[src/rtl/spi_read_arbiter.sv]
// spi_read_arbiter: round-robin arbiter sharing one SPI read engine among N requesters.
// Each transaction: raise spi_rd, wait for synchronized d_ready, capture spi_d, drop
// spi_rd, wait for d_ready to clear, then pulse done to the granted requester.
// Optional ISSUE-state timeout is built only when SPI_ARB_TIMEOUT_EN is defined.
//
// Handshake: spi_rd_o is a level request; the engine raises spi_d_ready_i once spi_d_i
// is stable and holds it until it sees spi_rd_o low. On the requester side req_i is a
// level held until the matching done_o bit pulses; done_o and rd_data_o are valid together.
module spi_read_arbiter #(
    parameter int N           = 4,
    parameter int DW          = 16,
    parameter int TIMEOUT_CYC = 4096
) (
    input  logic          clk_i,
    input  logic          rst_l_i,
    input  logic [N-1:0]  req_i,
    output logic [N-1:0]  gnt_o,
    output logic [N-1:0]  done_o,
    output logic [DW-1:0] rd_data_o,
    output logic          timeout_o,
    output logic          busy_o,
    output logic          spi_rd_o,
    input  logic          spi_d_ready_i,
    input  logic [DW-1:0] spi_d_i,
    output logic [1:0]    state_o
);

    localparam int IW = (N > 1) ? $clog2(N) : 1;

    typedef enum logic [1:0] {
        ST_IDLE    = 2'd0,
        ST_ISSUE   = 2'd1,
        ST_RELEASE = 2'd2
    } state_t;

    // Parameter sanity: the requester index and the timeout counter assume these ranges.
    if (N < 2 || N > 8 || TIMEOUT_CYC < 2) begin : g_param_check
        $error("spi_read_arbiter: N must be 2..8 and TIMEOUT_CYC at least 2");
    end

    state_t          state_q;
    logic [N-1:0]    gnt_q;
    logic [N-1:0]    done_q;
    logic [DW-1:0]   rd_data_q;
    logic            busy_q;
    logic            spi_rd_q;
    logic [IW-1:0]   ptr_q;
    logic [IW-1:0]   idx_q;
    logic            rdy_meta_q;
    logic            rdy_s_q;

    logic [N-1:0]    req_eff;
    logic            arb_found_d;
    logic [IW-1:0]   arb_idx_d;
    logic [IW-1:0]   ptr_d;

`ifdef SPI_ARB_TIMEOUT_EN
    localparam int TCW = (TIMEOUT_CYC > 2) ? $clog2(TIMEOUT_CYC) : 1;
    logic [TCW-1:0]  cnt_q;
    logic            to_flag_q;
    logic            timeout_q;
`endif

    // Round-robin search upward from the pointer with wrap; the requester whose done is
    // pulsing this cycle is masked so a req still high at done is not re-granted at once.
    always_comb begin
        req_eff     = req_i & ~done_q;
        arb_found_d = 1'b0;
        arb_idx_d   = '0;
        for (int i = N - 1; i >= 0; i--) begin
            int            cand;
            logic [IW-1:0] cidx;
            cand = int'(ptr_q) + i;
            if (cand >= N) begin
                cand = cand - N;
            end
            cidx = IW'(cand);
            if (req_eff[cidx]) begin
                arb_found_d = 1'b1;
                arb_idx_d   = cidx;
            end
        end
        ptr_d = (idx_q == IW'(N - 1)) ? '0 : idx_q + 1'b1;
    end

    // Transaction sequencer, d_ready synchronizer and all registered outputs.
    always_ff @(posedge clk_i) begin
        if (!rst_l_i) begin
            state_q    <= ST_IDLE;
            gnt_q      <= '0;
            done_q     <= '0;
            rd_data_q  <= '0;
            busy_q     <= 1'b0;
            spi_rd_q   <= 1'b0;
            ptr_q      <= '0;
            idx_q      <= '0;
            rdy_meta_q <= 1'b0;
            rdy_s_q    <= 1'b0;
`ifdef SPI_ARB_TIMEOUT_EN
            cnt_q      <= '0;
            to_flag_q  <= 1'b0;
            timeout_q  <= 1'b0;
`endif
        end else begin
            rdy_meta_q <= spi_d_ready_i;
            rdy_s_q    <= rdy_meta_q;
            done_q     <= '0;
`ifdef SPI_ARB_TIMEOUT_EN
            timeout_q  <= 1'b0;
`endif
            case (state_q)
                ST_IDLE: begin
                    if (arb_found_d) begin
                        gnt_q    <= N'(1) << arb_idx_d;
                        idx_q    <= arb_idx_d;
                        spi_rd_q <= 1'b1;
                        busy_q   <= 1'b1;
                        state_q  <= ST_ISSUE;
`ifdef SPI_ARB_TIMEOUT_EN
                        cnt_q     <= '0;
                        to_flag_q <= 1'b0;
`endif
                    end
                end
                ST_ISSUE: begin
                    if (rdy_s_q) begin
                        rd_data_q <= spi_d_i;
                        spi_rd_q  <= 1'b0;
                        state_q   <= ST_RELEASE;
                    end
`ifdef SPI_ARB_TIMEOUT_EN
                    else if (cnt_q == TCW'(TIMEOUT_CYC - 1)) begin
                        // Abort: rd_data keeps its previous word.
                        spi_rd_q  <= 1'b0;
                        to_flag_q <= 1'b1;
                        state_q   <= ST_RELEASE;
                    end else begin
                        cnt_q <= cnt_q + 1'b1;
                    end
`endif
                end
                ST_RELEASE: begin
                    if (!rdy_s_q) begin
                        done_q  <= gnt_q;
                        gnt_q   <= '0;
                        busy_q  <= 1'b0;
                        ptr_q   <= ptr_d;
                        state_q <= ST_IDLE;
`ifdef SPI_ARB_TIMEOUT_EN
                        timeout_q <= to_flag_q;
`endif
                    end
                end
                default: begin
                    state_q <= ST_IDLE;
                end
            endcase
        end
    end

    assign gnt_o     = gnt_q;
    assign done_o    = done_q;
    assign rd_data_o = rd_data_q;
    assign busy_o    = busy_q;
    assign spi_rd_o  = spi_rd_q;
    assign state_o   = state_q;
`ifdef SPI_ARB_TIMEOUT_EN
    assign timeout_o = timeout_q;
`else
    assign timeout_o = 1'b0;
`endif

endmodule

[config.mk]
export PLATFORM = sky130hd
export DESIGN_NAME = spi_read_arbiter
export DESIGN_NICKNAME = d
export VERILOG_FILES = /design/src/rtl/spi_read_arbiter.sv
export SDC_FILE = /design/constraint.sdc
export NUM_CORES = 1
export LEC_CHECK = 0
export BUFFER_PORTS_ARGS = -buffer_cell sky130_fd_sc_hd__buf_2
export CORE_MARGIN = 3
export CORE_UTILIZATION = 25
export DETAILED_ROUTE_END_ITERATION = 10
export GPL_TIMING_DRIVEN = 1
export PLACE_DENSITY = 0.54
export SETUP_SLACK_MARGIN = 0.15
export SLEW_MARGIN = 20
export SYNTH_ARGS = -nofsm -noshare
export SYNTH_HDL_FRONTEND = slang
export SYNTH_SLANG_ARGS = --single-unit
[constraint.sdc]
create_clock -name clk_i -period 1.5 [get_ports clk_i]
set_input_delay 0 -clock clk_i [delete_from_list [all_inputs] [get_ports clk_i]]
set_output_delay 0 -clock clk_i [all_outputs]
set_load 0.02 [all_outputs]
==> impl_metrics.ini, run 1 <==
[place]
placement.cell_area_mm2 = 0.00172
gp_routability_congestion = 0.706
port-buffer-count = 50
preCtsSetupSlack_ns = 0.102
hpwl_um = 2500

[synth]
synthSimpleGateAreaFrac = 0.237
synth-edff-count = 0
yosys-top-cells-count = nand2_1, dfxtp_1, a21oi_1
syn_inst = 157
synth_cell_types = 34
yosys.area_share.adder = 0.00920
postSynthRegisterBits = 34
fraction_of_synthesized_area_in_multiplexers = 0
synthArstFlopShare = 0
synthMostInstantiatedCell = nand2_1
post_synthesis_compound_gate_area_fraction = 0.203
yosys_warnings = 0
post_synth.cell_area_avg_um2 = 8.66
ys_seq_area_frac = 0.500
post_syn_nets = 181
postSynth.topFlopCell = dfxtp_1
synth_top_cell_by_area = dfxtp_1
yosys_top_cell_area_share = 0.500
synth.cell_area_mm2 = 0.00136
synth.top_cells.by_area = dfxtp_1, nand2_1, a21oi_1
synth_xor_xnor_area_share = 0
main_combinational_cell_family_by_area_after_synthesis = simple AND/OR/NAND/NOR gates

[cts]
cts.sinks = 34
cts_tree = done
ctsLongestPathBuffers = 2
cts_max_level = 2
clock_root_buffer = clkbuf_8
clkSlewWorstSetupHoldPaths_ns = 0.07
worstSkewPairLatency_ns = 0.28
cts_inserted_buffers = 5

[critical_path]
critical_path.cell_chain = nor2b_4 -> o41a_1 -> buf_4 -> o21a_1
critical_path.startpoint_type = register
critPathSlowestCell = o41a_1
crit_buf_inv = 1
worst-endpoint-arrival_ns = 1.54
critPathKind = register to register
cp.required_ns = 1.67
cp.depth = 4
worstSetupEndpointType = register
worstRegToRegCells = 4
worst_path_dominant_cell_family = compound AO/OA/AOI/OAI gates
crit_path_max_incr_delay_ns = 0.51
critPathMaxFanout = 5

[cells_and_area]
diodes = 0
multi_input_area_um2 = 692
areaGrowthSynthToFinish_pct = 51.9
final-seq-area_um2 = 697
design.final.nets = 256
filler_cell_count = 549
fin_area_mm2 = 0.00207
drive_gt1_frac = 0.392

[global_route]
via_count_of_the_first_global_routing_pass = 1228
groute.usage.overall = 0.116
grt_overflow_total = 0
grt_pass1_wl_um = 5620
grt_antenna_before_repair = 0
largest_net_degree_at_the_start_of_global_routing = 18

[routing]
routed-wl-met2_um = 1680
topRoutingLayerUsed = met4
antenna_violating_nets_post_route = 0
vias = 1318
initial_drc_count = 36
drc = 0
met3_wirelength_um = 154
wl_per_cell_um = 11.7
post_drt_via_cell_ratio = 4.36
routed_wl_um = 3540
drt-met1-wl_um = 1630
firstDrtPassIters = 4

[sta]
worst_slack_ns = 0.132
hold_ws_ns = 0.0789
min_period_ns = 1.37
fmax_mhz = 731
setup_repair_after_global_routing_missed_its_margin = yes
skew_ns = 0.00605
post-route-period-util = 0.912
hold_viol = 0
fin_tns_setup_ns = 0
report.final.setup_viol = 0
finalMaxSlewViolations = 0

[power_and_ir_drop]
irDropWorstVdd_mv = 0.360
total_leakage_power_nw = 0.896
power.density_cell_area_mw_per_mm2 = 896

[hold_path]
worst_hold_path.num_cells = 2
hp-class = input pin to register

[floorplanning]
row_count = 26
fp.coreArea_mm2 = 0.00517
io-pin-count = 52
initial_utilization = 0.263
die_w_um = 79.8
dieArea_mm2 = 0.00636
vertical_extent_of_the_die_um = 79.8

[run_status]
outcome = complete, no violations

[run]
drv.max_cap_violation_count = 0
==> routing by layer <==
layer  global-route usage  up-vias
met3               0.0384        7
met1                0.138      601
met4               0.0642        0
met2                0.185       29
met5                    0        -
li1                     -      681
==> kinds of logic (layout without fill, tap and decap cells) <==
kind of cell | after synthesis | count (layout)
AOI/OAI and AO/OA | 40 | 40
adders and majority gates | 1 | 1
buffers and inverters | 13 | 88
DFF | 34 | 34
other | 1 | 1
and+or+nand+nor | 68 | 68
==> path summary, 6_finish.rpt <==
kind / startpoint / end / slack (ns)
max: done_o[1] / state_o[0] / 0.13
min: rst_l_i / idx_q[1] / 0.08
max reg2reg: done_o[1] / state_o[0] / 0.13
min reg2reg: rdy_meta_q / rdy_s_q / 0.43
==> flip-flops by register name, indices dropped and copies added (netlist names) <==
signal / cells
rdy_meta_q: 1
busy_o: 1
idx_q: 2
state_o: 2
rdy_s_q: 1
gnt_o: 4
rd_data_o: 16
ptr_q: 2
done_o: 4
spi_rd_o: 1
==> power breakdown <==
group	internal, W	switching (W)
Sequential	0.000925	0.0000194
Combinational	0.000140	0.000146
Clock	0.000311	0.000309
==> stage by stage <==
step                utilization  power, W  instances
floorplan                     -   0.00110        157
global placement          0.333   0.00119        275
detailed placement        0.333   0.00119        275
CTS                       0.389   0.00187        301
global route              0.399   0.00196        302
finish                    0.399   0.00185        302
==> what timing repair did <==
item / in CTS / in global routing
pin swaps: 1 / 6
hold buffers: 17 / 0
setup endpoints to repair: 8 / 7
buffers inserted: 2 / 1
hold endpoints to repair: 17 / 0
gates resized for setup: 6 / 12
==> area by class of cell <==
type	count	share of cell area
tap	70	0.0424
clock buffer	5	0.0333
clock inverter	2	0.00485
sequential	34	0.337
multi-input combinational	110	0.335
timing repair buffer	77	0.240
inverter	4	0.00727
==> placed cells by master (no fill, tap or decap), types with 2 or more instances in the layout <==
master          n
nand2_1        38
nand2b_1        5
o32ai_2         3
and3_1          4
dlygate4sd3_1  17
nand3_1         4
a211oi_2        2
clkbuf_8        5
o21a_1          3
buf_2          50
and2_1          3
nor2b_2         2
nor2b_4         2
dfxtp_1        29
inv_1           3
a21oi_1        20
buf_4          10
nor2_1          4
dfxtp_4         4
clkinv_2        2
Power figures use the tool's default switching activity.
==> inputs of run 2 (changes only) <==
Clock period 1.5 ns to 1.55 ns, I/O delays scaled along.
==> run 2 against run 1 <==
Critical path depth unchanged. Largest power group unchanged. Non-clock buffer count fell by 2. Cell count fell by 0.33%. Largest cell class unchanged.
==> impl_metrics.ini, run 2 (same netlist as run 1, synthesis figures left out) <==
[cells_and_area]
flip_flop_count_of_the_largest_register_after_layout = 16
layout_common_cells = buf_2, nand2_1, dfxtp_1, a21oi_1, dlygate4sd3_1
design.final.nets = 254
drive_gt1_frac = 0.364
diodes = 0
layout_commonest_cell = buf_2
areaGrowthSynthToFinish_pct = 49.4

[global_route]
met1_capacity_usage_during_global_routing = 0.149
grt_pass1_wl_um = 5760
via_count_of_the_first_global_routing_pass = 1249
grt_met3_use = 0.0418
global_route.peak_usage_layer = met2
grt_use_met2 = 0.183
grt_overflow_total = 0
largest_net_degree_at_the_start_of_global_routing = 18
grt_antenna_before_repair = 0
groute.usage.overall = 0.119

[critical_path]
critical_path.startpoint = done_o[1]
critPathSlowestCell = o41a_1
r2r-start = done_o[1]
critical_path.startpoint_type = register
critPathMaxFanout = 6
worst-endpoint-arrival_ns = 1.55
cp-endpoint = state_o[0]
cp.required_ns = 1.72
critical_path.cell_chain = nor2b_4 -> o41a_1 -> buf_4 -> o21a_1
reg2reg_slack_ns = 0.16
worstSetupEndpointType = register
critPathKind = register to register
crit_path_max_incr_delay_ns = 0.52
worstRegToRegCells = 4
crit-reg2reg-capture = state_o[0]

[cts]
cts_tree = done
cts_inserted_buffers = 5
cts_max_level = 2
ctsLongestPathBuffers = 2
clock_root_buffer = clkbuf_8
cts.sinks = 34
clkSlewWorstSetupHoldPaths_ns = 0.07
worstSkewPairLatency_ns = 0.28

[sta]
skew_ns = 0.00817
post-route-period-util = 0.894
setup_repair_after_global_routing_missed_its_margin = yes
report.final.setup_viol = 0
finalMaxSlewViolations = 0
hold_viol = 0
fmax_mhz = 722
worst_slack_ns = 0.164
min_period_ns = 1.39
fin_tns_setup_ns = 0

[floorplanning]
vertical_extent_of_the_die_um = 79.8
dieArea_mm2 = 0.00636
initial_utilization = 0.263
die_w_um = 79.8
row_count = 26
io-pin-count = 52
fp.coreArea_mm2 = 0.00517

[routing]
antenna_violating_nets_post_route = 0
post_drt_via_cell_ratio = 4.30
initial_drc_count = 41
drc = 0
vias = 1293
firstDrtPassIters = 5
wl_per_cell_um = 11.7
routed_wl_um = 3510

[power_and_ir_drop]
cellInternalPower_w = 0.00139
power.density_cell_area_mw_per_mm2 = 909
clockPowerShare = 0.360
share_of_power_burned_in_registers = 0.498
power_frac_comb = 0.143
power_switching_share = 0.248
total_leakage_power_nw = 0.889
irDropWorstVdd_mv = 0.340
power.net_switching_w = 0.000458

[hold_path]
hp-class = input pin to register

[place]
gp_routability_congestion = 0.703
hpwl_um = 2420
port-buffer-count = 50
preCtsSetupSlack_ns = 0.0910

[run_status]
outcome = complete, no violations

[run]
drv.max_cap_violation_count = 0
[run 2: power by group through the flow]
stage	Clock [W]	Combinational (W)	Sequential (W)
final	0.000664	0.000264	0.000919
after floorplan	0	0.000107	0.000965
after global placement	0	0.000205	0.000939
after CTS	0.000698	0.000253	0.000920
after detailed placement	0	0.000206	0.000940
after global routing	0.000742	0.000292	0.000923
[run 2: metal layers]
layer / vias to the layer above / wire length (µm)
li1: 682 / -
met1: 582 / 1630
met2: 27 / 1660
met3: 2 / 180
met4: 0 / 38
met5: - / 0
[run 2: worst min-delay path by stage]
stage                  start         end  cells after the start
2_1_floorplan  spi_d_ready_i  rdy_meta_q                      1
5_1_grt              rst_l_i    idx_q[1]                      2
3_5_place_dp   spi_d_ready_i  rdy_meta_q                      2
3_3_place_gp   spi_d_ready_i  rdy_meta_q                      2
4_1_cts              rst_l_i    idx_q[1]                      2
6_report             rst_l_i    idx_q[1]                      2
[run 2: critical path, delay by kind of cell (launching register included)]
kind                   cells  cell delay [ns]
buffers and inverters      1             0.19
AND/OR/NAND/NOR            1             0.06
flip-flops                 1             0.36
AO/OA/AOI/OAI              2             0.68
[run 2: layout make-up]
class / instances / area [µm²]
Inverter: 4 / 15.0
Clock buffer: 7 / 86.3
Tap cell: 70 / 87.6
Timing Repair Buffer: 75 / 480
Sequential cell: 34 / 689
Fill cell: 531 / 3140
Multi-Input combinational cell: 110 / 668
Clock inverter: 1 / 5.00
[run 2: what timing repair did]
item | in CTS | in global routing
hold endpoints to repair | 17 | 0
setup endpoints to repair | 6 | 10
hold buffers | 17 | 0
gates resized for setup | 3 | 15
pin swaps | 2 | 5
buffers inserted | 3 | 1
[run 2: metrics by stage]
| step | hold WS (ns) | util | power [W] | cell area [µm²] | instances |
|---|---|---|---|---|---|
| floorplan | 0.127 | - | 0.00107 | 1360 | 157 |
| global placement | 0.216 | 0.325 | 0.00114 | 1680 | 272 |
| detailed placement | 0.211 | 0.325 | 0.00115 | 1680 | 272 |
| CTS | 0.0498 | 0.382 | 0.00187 | 1980 | 300 |
| global route | 0.0749 | 0.393 | 0.00196 | 2030 | 301 |
| finish | 0.0660 | 0.393 | 0.00185 | 2030 | 301 |
==> inputs of run 3 (changes only) <==
Settings changed: REMOVE_ABC_BUFFERS set to 1.
==> run 3 against run 2 <==
First-iteration DRC count shrank 12%. Via count shrank 1.2%. Critical path depth is the same. Flip-flop and latch count is the same. Die area is the same. Clock power shrank 10%. Count of clock-buffer cells in the layout is the same. Wire length shrank 0.26%. Sequential power is essentially flat. Global-route usage shrank 0.63 points. Fmax shrank 1.0%. Critical path type unchanged. Critical endpoint unchanged. Largest cell class unchanged.
==> impl_metrics.ini, run 3 (same netlist as run 1, synthesis figures left out) <==
[run_status]
outcome = complete, no violations

[critical_path]
critPathMaxFanout = 6
worstSetupEndpointType = register
cp.required_ns = 1.72
critical_path.startpoint_type = register
critPathKind = register to register
worst-endpoint-arrival_ns = 1.57

[floorplanning]
die_w_um = 79.8
initial_utilization = 0.263
vertical_extent_of_the_die_um = 79.8
fp.coreArea_mm2 = 0.00517
row_count = 26
dieArea_mm2 = 0.00636
io-pin-count = 52

[routing]
firstDrtPassIters = 7
antenna_violating_nets_post_route = 0
vias = 1278
drc = 0
routed_wl_um = 3500
post_drt_via_cell_ratio = 4.27
wl_per_cell_um = 11.7
initial_drc_count = 36

[power_and_ir_drop]
clockPowerShare = 0.336
cellInternalPower_w = 0.00133
power.net_switching_w = 0.000441
total_leakage_power_nw = 0.874
power_frac_comb = 0.146
power.density_cell_area_mw_per_mm2 = 883
irDropWorstVdd_mv = 0.353
power_switching_share = 0.248
share_of_power_burned_in_registers = 0.517

[global_route]
grt_overflow_total = 0
groute.usage.overall = 0.112
grt_pass1_wl_um = 5410
largest_net_degree_at_the_start_of_global_routing = 18
grt_antenna_before_repair = 0
via_count_of_the_first_global_routing_pass = 1160

[cts]
cts.sinks = 34
cts_inserted_buffers = 5
clock_root_buffer = clkbuf_8
worstSkewPairLatency_ns = 0.28
ctsLongestPathBuffers = 2
clkSlewWorstSetupHoldPaths_ns = 0.06
cts_max_level = 2
cts_tree = done

[cells_and_area]
fin_area_mm2 = 0.00201
layout_commonest_cell = buf_2
diodes = 0
design.final.nets = 253
areaGrowthSynthToFinish_pct = 47.8
layout_common_cells = buf_2, nand2_1, dfxtp_1, a21oi_1, dlygate4sd3_1
flip_flop_count_of_the_largest_register_after_layout = 16
drive_gt1_frac = 0.349

[sta]
fmax_mhz = 714
post-route-period-util = 0.903
fin_tns_setup_ns = 0
finalMaxSlewViolations = 0
setup_repair_after_global_routing_missed_its_margin = yes
report.final.setup_viol = 0
min_period_ns = 1.40
hold_ws_ns = 0.0753
hold_viol = 0
skew_ns = 0.00303

[hold_path]
hp-class = input pin to register

[place]
hpwl_um = 2390
port-buffer-count = 50
placement.cell_area_mm2 = 0.00169
gp_routability_congestion = 0.692

[run]
drv.max_cap_violation_count = 0
-- run 3: cell types whose count changed in the layout (fill, tap and decap cells not counted), sizes merged --
| cell | before | now |
|---|---|---|
| clkinv | 1 | 0 |
| buf | 58 | 57 |
-- run 3: power by group through the flow --
stage | combinational (W) | sequential (W) | clock (W)
final | 0.000260 | 0.000919 | 0.000597
after floorplan | 0.0000927 | 0.000965 | 0
after CTS | 0.000249 | 0.000920 | 0.000620
after global placement | 0.000206 | 0.000940 | 0
after detailed placement | 0.000207 | 0.000940 | 0
after global routing | 0.000283 | 0.000922 | 0.000674
-- run 3: worst max-delay path: stages (launching register included) --
cell	delay, ns
dfxtp_2	0.35
nor2b_4	0.06
o41a_1	0.54
buf_4	0.19
o21a_1	0.15
-- run 3: worst paths after layout --
path                    from    endpoint  cells after the start  slack (ns)
setup / recovery   done_o[1]  state_o[0]                      4        0.15
hold / removal       rst_l_i  state_o[0]                      2        0.08
setup reg to reg   done_o[1]  state_o[0]                      4        0.15
hold reg to reg   rdy_meta_q     rdy_s_q                      1        0.44
-- run 3: what timing repair did --
action                     4_1_cts  5_1_grt
pin swaps                        1        6
hold buffers                    17        0
resized for setup                1       18
setup endpoints to repair        7        7
buffers inserted                 2        0
hold endpoints to repair        17        0
-- run 3: cell type report --
cell class | instances | area [µm²]
Fill cell | 533 | 3160
Timing Repair Buffer | 74 | 473
Inverter | 4 | 15.0
Sequential cell | 34 | 688
Clock buffer | 7 | 76.3
Multi-Input combinational cell | 110 | 671
Tap cell | 70 | 87.6
-- run 3: layer usage --
layer | part of all wire | global-route usage | wire length, µm
met3 | 0.051 | 0.0350 | 180
met4 | 0.020 | 0.0557 | 70
met5 | 0 | 0 | 0
met1 | 0.46 | 0.142 | 1620
met2 | 0.46 | 0.171 | 1630
-- run 3: metrics by stage --
stage	total power, W	setup WS (ns)	util	std cells
5_1_grt	0.00188	0.126	0.389	299
4_1_cts	0.00179	0.134	0.377	299
3_3_place_gp	0.00115	0.0393	0.326	273
6_report	0.00178	0.150	0.389	299
3_5_place_dp	0.00115	0.0590	0.326	273
2_1_floorplan	0.00106	0.0235	-	148
